[config.mk]
export PLATFORM = sky130hd
export DESIGN_NAME = mul_mac_flat
export DESIGN_NICKNAME = d
export VERILOG_FILES = /design/src/rtl/mul_mac_if.sv /design/src/rtl/mul_mac.sv /design/src/flat_wrapper.sv
export SDC_FILE = /design/constraint.sdc
export NUM_CORES = 1
export LEC_CHECK = 0
export CAP_MARGIN = 20
export CORE_MARGIN = 2
export CORE_UTILIZATION = 54
export CTS_BUF_LIST = sky130_fd_sc_hd__clkbuf_8
export DETAILED_ROUTE_END_ITERATION = 7
export PLACE_DENSITY = 0.75
export SKIP_CTS_REPAIR_TIMING = 1
export SLEW_MARGIN = 10
export SYNTH_ARGS = -nofsm -noshare
export SYNTH_HDL_FRONTEND = slang
export SYNTH_SLANG_ARGS = --single-unit
[constraint.sdc]
create_clock -name Clock -period 4.4 [get_ports Clock]
set_input_delay 0.44 -clock Clock [delete_from_list [all_inputs] [get_ports Clock]]
set_output_delay 0.44 -clock Clock [all_outputs]
set_load 0.02 [all_outputs]
[src/rtl/mul_mac_if.sv]
// Operand/result handshake bundle for the mul_mac multiply-accumulate unit.
// The slave side belongs to the MAC; the master side belongs to whoever issues ops.
interface mul_mac_if #(
  parameter int unsigned n  = 8,
  parameter int unsigned aw = 16
);

  // Operand channel
  logic                 InValid;
  logic                 InReady;
  logic [1:0]           Op;
  logic signed [n-1:0]  A;
  logic signed [n-1:0]  B;

  // Result channel
  logic                 OutValid;
  logic                 OutReady;
  logic [aw-1:0]        Out;
  logic                 Overflow;

  modport master (
    output InValid,
    output Op,
    output A,
    output B,
    output OutReady,
    input  InReady,
    input  OutValid,
    input  Out,
    input  Overflow
  );

  modport slave (
    input  InValid,
    input  Op,
    input  A,
    input  B,
    input  OutReady,
    output InReady,
    output OutValid,
    output Out,
    output Overflow
  );

endinterface

[src/rtl/mul_mac.sv]
// Signed multiply-accumulate unit: optional product register, then an
// accumulate stage that is also the architectural accumulator and the result
// register. One op per cycle; the whole pipe freezes while a result waits.
module mul_mac #(
  parameter int unsigned n   = 8,
  parameter int unsigned aw  = 16,
  parameter int unsigned p   = 1,
  parameter int unsigned sat = 0
) (
  input logic       Clock,
  input logic       nReset,
  mul_mac_if.slave  bus
);

  localparam int unsigned pw = 2 * n;

  localparam logic [aw-1:0] acc_max = {1'b0, {(aw-1){1'b1}}};
  localparam logic [aw-1:0] acc_min = {1'b1, {(aw-1){1'b0}}};

  typedef enum logic [1:0] {
    op_mul  = 2'b00,
    op_mac  = 2'b01,
    op_msub = 2'b10,
    op_clr  = 2'b11
  } op_e;

  // The product must fit the accumulator so that MUL can never overflow.
  if (aw < pw) begin : g_aw_check
    $error("mul_mac: aw must be at least 2*n");
  end

  // Handshake: the only stall source is an unconsumed result.
  logic stall_c;
  logic accept_c;

  assign stall_c     = bus.OutValid & ~bus.OutReady;
  assign bus.InReady = ~stall_c;
  assign accept_c    = bus.InValid & ~stall_c;

  // Full-width signed product, sign-extended to the accumulator width.
  logic signed [pw-1:0] a_ext_c;
  logic signed [pw-1:0] b_ext_c;
  logic signed [pw-1:0] prod_full_c;
  logic        [aw-1:0] prod_ext_c;

  // Operands are widened first so the product is formed at full precision.
  always_comb begin
    a_ext_c     = pw'(bus.A);
    b_ext_c     = pw'(bus.B);
    prod_full_c = a_ext_c * b_ext_c;
    prod_ext_c  = aw'(prod_full_c);
  end

  // Stage-2 inputs, either registered (p != 0) or straight from the multiplier.
  logic          s2_valid_c;
  op_e           s2_op_c;
  logic [aw-1:0] s2_prod_c;

  if (p != 0) begin : g_prod_reg
    logic          s1_valid;
    op_e           s1_op;
    logic [aw-1:0] s1_prod;

    // Product pipeline register; holds while the output is stalled.
    always_ff @(posedge Clock or negedge nReset) begin
      if (!nReset) begin
        s1_valid <= 1'b0;
        s1_op    <= op_mul;
        s1_prod  <= '0;
      end else if (!stall_c) begin
        s1_valid <= accept_c;
        if (accept_c) begin
          s1_op   <= op_e'(bus.Op);
          s1_prod <= prod_ext_c;
        end
      end
    end

    assign s2_valid_c = s1_valid;
    assign s2_op_c    = s1_op;
    assign s2_prod_c  = s1_prod;
  end else begin : g_prod_comb
    assign s2_valid_c = accept_c;
    assign s2_op_c    = op_e'(bus.Op);
    assign s2_prod_c  = prod_ext_c;
  end

  // Accumulator, sticky overflow and result-valid state.
  logic [aw-1:0] acc_q;
  logic          ovf_q;
  logic          out_valid_q;

  logic [aw:0]   acc_wide_c;
  logic [aw:0]   prod_wide_c;
  logic [aw:0]   sum_c;
  logic          sum_ovf_c;
  logic [aw-1:0] acc_d;
  logic          ovf_d;

  // Next accumulator value; add/subtract done one bit wider to expose overflow.
  always_comb begin
    acc_wide_c  = {acc_q[aw-1], acc_q};
    prod_wide_c = {s2_prod_c[aw-1], s2_prod_c};
    sum_c       = (s2_op_c == op_msub) ? (acc_wide_c - prod_wide_c)
                                       : (acc_wide_c + prod_wide_c);
    sum_ovf_c   = sum_c[aw] ^ sum_c[aw-1];
    acc_d       = acc_q;
    ovf_d       = ovf_q;
    case (s2_op_c)
      op_mul: begin
        acc_d = s2_prod_c;
        ovf_d = 1'b0;
      end
      op_clr: begin
        acc_d = '0;
        ovf_d = 1'b0;
      end
      default: begin
        ovf_d = ovf_q | sum_ovf_c;
        if (sum_ovf_c && (sat != 0)) begin
          acc_d = sum_c[aw] ? acc_min : acc_max;
        end else begin
          acc_d = sum_c[aw-1:0];
        end
      end
    endcase
  end

  // Accumulate stage: a new result replaces the old one, else valid drops after transfer.
  always_ff @(posedge Clock or negedge nReset) begin
    if (!nReset) begin
      acc_q       <= '0;
      ovf_q       <= 1'b0;
      out_valid_q <= 1'b0;
    end else if (!stall_c) begin
      if (s2_valid_c) begin
        acc_q       <= acc_d;
        ovf_q       <= ovf_d;
        out_valid_q <= 1'b1;
      end else begin
        out_valid_q <= 1'b0;
      end
    end
  end

  assign bus.Out      = acc_q;
  assign bus.Overflow = ovf_q;
  assign bus.OutValid = out_valid_q;

endmodule

[src/flat_wrapper.sv]
// flat-port wrapper written by rule: the top's interface ports become plain ports
module mul_mac_flat 
#(
  parameter int unsigned n   = 8,
  parameter int unsigned aw  = 16,
  parameter int unsigned p   = 1,
  parameter int unsigned sat = 0
)
  (Clock, nReset, bus_InValid, bus_Op, bus_A, bus_B, bus_OutReady, bus_InReady, bus_OutValid, bus_Out, bus_Overflow);
  mul_mac_if #(.n(n), .aw(aw)) bus_i ();
  input logic Clock;
  input logic nReset;
  input wire logic [$bits(bus_i.InValid)-1:0] bus_InValid;
  input wire logic [$bits(bus_i.Op)-1:0] bus_Op;
  input wire logic [$bits(bus_i.A)-1:0] bus_A;
  input wire logic [$bits(bus_i.B)-1:0] bus_B;
  input wire logic [$bits(bus_i.OutReady)-1:0] bus_OutReady;
  output wire logic [$bits(bus_i.InReady)-1:0] bus_InReady;
  output wire logic [$bits(bus_i.OutValid)-1:0] bus_OutValid;
  output wire logic [$bits(bus_i.Out)-1:0] bus_Out;
  output wire logic [$bits(bus_i.Overflow)-1:0] bus_Overflow;
  assign bus_i.InValid = bus_InValid;
  assign bus_i.Op = bus_Op;
  assign bus_i.A = bus_A;
  assign bus_i.B = bus_B;
  assign bus_i.OutReady = bus_OutReady;
  assign bus_InReady = bus_i.InReady;
  assign bus_OutValid = bus_i.OutValid;
  assign bus_Out = bus_i.Out;
  assign bus_Overflow = bus_i.Overflow;
  mul_mac #(.n(n), .aw(aw), .p(p), .sat(sat)) u_core (.Clock(Clock), .nReset(nReset), .bus(bus_i));
endmodule
==> results.py <==
metrics = {
    "timing": {
        "finalWorstSetupSlack_ps": 144.2,
        "period_needed_ps": 4256,
        "finalHoldViolCount": 0,
        "maxSlewHeadroom_pct": 28.71,
        "finalCritPeriodShare_pct": 96.72,
        "fin_setup_tns_ps": 0,
        "fmax_mhz": 235.0,
        "worst_pin_slew_ps": 1067,
        "finalClockSkew_ps": 4.661,
        "whs_ps": 231.3,
        "maxSlewViolCount": 0,
        "setup_violations": 0,
    },
    "outcome": {
        "status": "finished clean",
    },
    "worst_setup_path": {
        "path_max_fanout": 8,
        "crit_slowest_cell": "fa_1",
        "crit_path_frequent_cell": "fa_1",
        "path_class": "input pin to flip-flop",
        "critical_path.max_stage_delay_ps": 540,
        "worstPathCellList": "dlymetal6s2s_1 -> and2_4 -> buf_4 -> fa_1 -> fa_1 -> fa_1 -> inv_1 -> fa_1 -> inv_1 -> ha_1 -> a21oi_2 -> nor2b_2 -> a41oi_2 -> buf_4 -> a211oi_1 -> a21oi_1 -> xnor2_1 -> o21ai_1",
        "critPathArrivalTime_ps": 4420,
        "path_delay_family": "adder cells",
        "crit_path_end_kind": "flip-flop",
        "rr_endpoint": "u_core.bus.Overflow",
        "path_buf_inv": 5,
        "cp.required_ps": 4570,
        "worst-path-stages": 18,
        "start_kind": "input pin",
        "reg2reg_depth": 13,
        "r2r_setup_slack_ps": 610,
        "reg2reg_from": "u_core.g_prod_reg.s1_prod[6]",
    },
    "floorplan": {
        "die_area_mm2": 0.01028,
        "initial_core_util_pct": 55.45,
        "fp.dieH_um": 101.4,
        "core_area_mm2": 0.009240,
        "pin_count": 41,
        "fp.dieW_um": 101.4,
        "rows": 35,
    },
    "global_route": {
        "global_route.usage.total_pct": 22.43,
        "grt_first_pass_wirelength_mm": 18.69,
        "grt_max_degree": 38,
        "grt_pass1_vias": 4319,
        "antenna_found_initial": 0,
        "gr-total-overflow": 0,
    },
    "yosys": {
        "synth_edf_count": 0,
        "syn_area_mm2": 0.005124,
        "synth_area_leaders": "fa_1, dfrtp_1, ha_1",
        "ys_types": 50,
        "yosysTopAreaCell": "fa_1",
        "avgSynthCellArea_um2": 8.729,
        "synth-seq-cells": 37,
        "synth.most_common_cell": "inv_1",
        "synthFlopType": "dfrtp_1",
        "ys_seq_area_share_pct": 18.07,
        "netlist_instances": 587,
        "async_reset_ff_share_pct": 100.0,
        "synth_top_area_share_pct": 21.88,
        "ys_top_cells_by_count": "inv_1, fa_1, nand2_1",
        "synth_nets": 713,
        "yosysWarnings": 0,
    },
    "detailed_routing": {
        "remaining_drc_errors": 0,
        "antenna_left": 0,
        "routed_wl_mm": 10.84,
        "first_pass_iters": 4,
        "post_drt_wl_per_cell_um": 13.43,
        "drt_iter0_drc": 152,
        "vias": 4191,
        "vias_per_cell": 5.193,
    },
    "final_layout": {
        "antennaDiodeCount": 0,
        "fin_cells": 807,
        "area_growth_pct": 23.20,
        "drive_gt1_share_pct": 13.57,
        "nNetsFinal": 803,
    },
    "power_and_ir_drop": {
        "p_switching_mw": 2.001,
        "p_per_area_mw_per_mm2": 687.9,
        "power.share.sequential_pct": 15.1,
        "power_frac_clock_pct": 8.1,
        "pwr-share-comb_pct": 76.8,
        "p_sw_share_pct": 46.08,
        "p_leak_nw": 3.170,
        "cell_internal_pwr_mw": 2.341,
        "ir_drop_uv": 279.9,
    },
    "clock_tree": {
        "cts_buffers": 5,
        "h-tree-depth": 2,
        "cts.path.max_buffers": 2,
        "cts_sinks": 37,
        "cts_root_buf": "clkbuf_8",
        "clk_latency_ps": 290,
        "clk_pin_slew_worst_paths_ps": 80,
        "cts_tree": "done",
    },
    "placed_design": {
        "numPortBuffers": 40,
        "dp.cells": 795,
        "routabilityCongestion": 0.9003,
        "dp_hpwl_mm": 8.954,
        "dp_slack_ps": -708.5,
    },
    "hold_path": {
        "hp-class": "input pin to asynchronous set/reset pin",
    },
    "run": {
        "max_cap_violations": 0,
    },
}
[state kept, by name, summed over array words and instances, names as in the netlist]
| register | cells |
|---|---|
| u_core.bus.Out | 16 |
| u_core.bus.OutValid | 1 |
| u_core.bus.Overflow | 1 |
| u_core.g_prod_reg.s1_op | 2 |
| u_core.g_prod_reg.s1_prod | 16 |
| u_core.g_prod_reg.s1_valid | 1 |
[routing by layer]
layer  GRT usage [%]  up-vias  routed length (µm)
li1                -     2102                   -
met1           27.79     1967                4704
met2           40.65      103                5511
met3           2.553       19                 401
met4           7.484        0                 221
met5               0        -                   0
[power groups by stage]
stage,Combinational (mW),Clock (mW),Sequential [mW]
6_report,3.34,0.351,0.655
5_1_grt,3.75,0.375,0.678
4_1_cts,3.17,0.360,0.653
3_5_place_dp,3.15,0,0.659
3_3_place_gp,3.04,0,0.650
2_1_floorplan,2.24,0,0.695
[worst max path at each step]
| stage | start | to |
|---|---|---|
| finish | bus_B[3] | u_core.g_prod_reg.s1_prod[15] |
| global route | bus_B[3] | u_core.g_prod_reg.s1_prod[15] |
| CTS | bus_B[4] | u_core.g_prod_reg.s1_prod[14] |
| detailed placement | bus_B[4] | u_core.g_prod_reg.s1_prod[14] |
| global placement | bus_B[4] | u_core.g_prod_reg.s1_prod[14] |
| floorplan | bus_A[3] | u_core.g_prod_reg.s1_prod[14] |
[cells in the final DEF (no fill, tap or decap), drive strengths merged, types with 3 or more instances in the layout]
cell type / netlist / routed
nor2b: 13 / 13
mux2: 7 / 7
nor2: 30 / 30
nand2b: 3 / 3
dfrtp: 37 / 37
a211oi: 8 / 8
a21o: 8 / 8
dlymetal6s2s: 0 / 13
buf: 0 / 56
xnor2: 28 / 28
inv: 96 / 96
nor3b: 5 / 5
fa: 56 / 56
nand3: 4 / 4
o21a: 7 / 7
a21oi: 35 / 35
o21ai: 31 / 31
o21bai: 4 / 4
a22oi: 7 / 7
nand2: 52 / 52
clkdlybuf4s50: 0 / 23
nor3: 9 / 9
o31ai: 4 / 4
xor2: 10 / 10
ha: 48 / 48
and2: 44 / 44
clkbuf: 12 / 8
[through the flow]
step / total power [mW] / utilization, % / instance area [µm²]
final: 4.342 / 68.31 / 6312
after global routing: 4.804 / 68.31 / 6312
after global placement: 3.695 / 65.13 / 6018
after CTS: 4.180 / 66.58 / 6152
after floorplan: 2.931 / - / 5124
after detailed placement: 3.810 / 65.13 / 6018
[logic make-up after synthesis]
family	after synthesis	share of synthesized area (%)
adders and majority gates	104	33.60
DFF	37	18.07
muxes	9	1.929
xor gates and xnor gates	39	6.935
buffers and inverters	108	7.912
AOI/OAI and AO/OA	122	14.87
and+or+nand+nor	168	16.68
[area by class of cell]
type                            count  area (µm²)
Fill cell                         733        2928
Inverter                           96       360.3
Timing Repair Buffer               95       837.1
Clock buffer                        5       68.82
Clock inverter                      3       65.06
Tap cell                          129       161.4
Multi-Input combinational cell    442        3894
Sequential cell                    37       925.9
(Power assumes the default switching activity.)
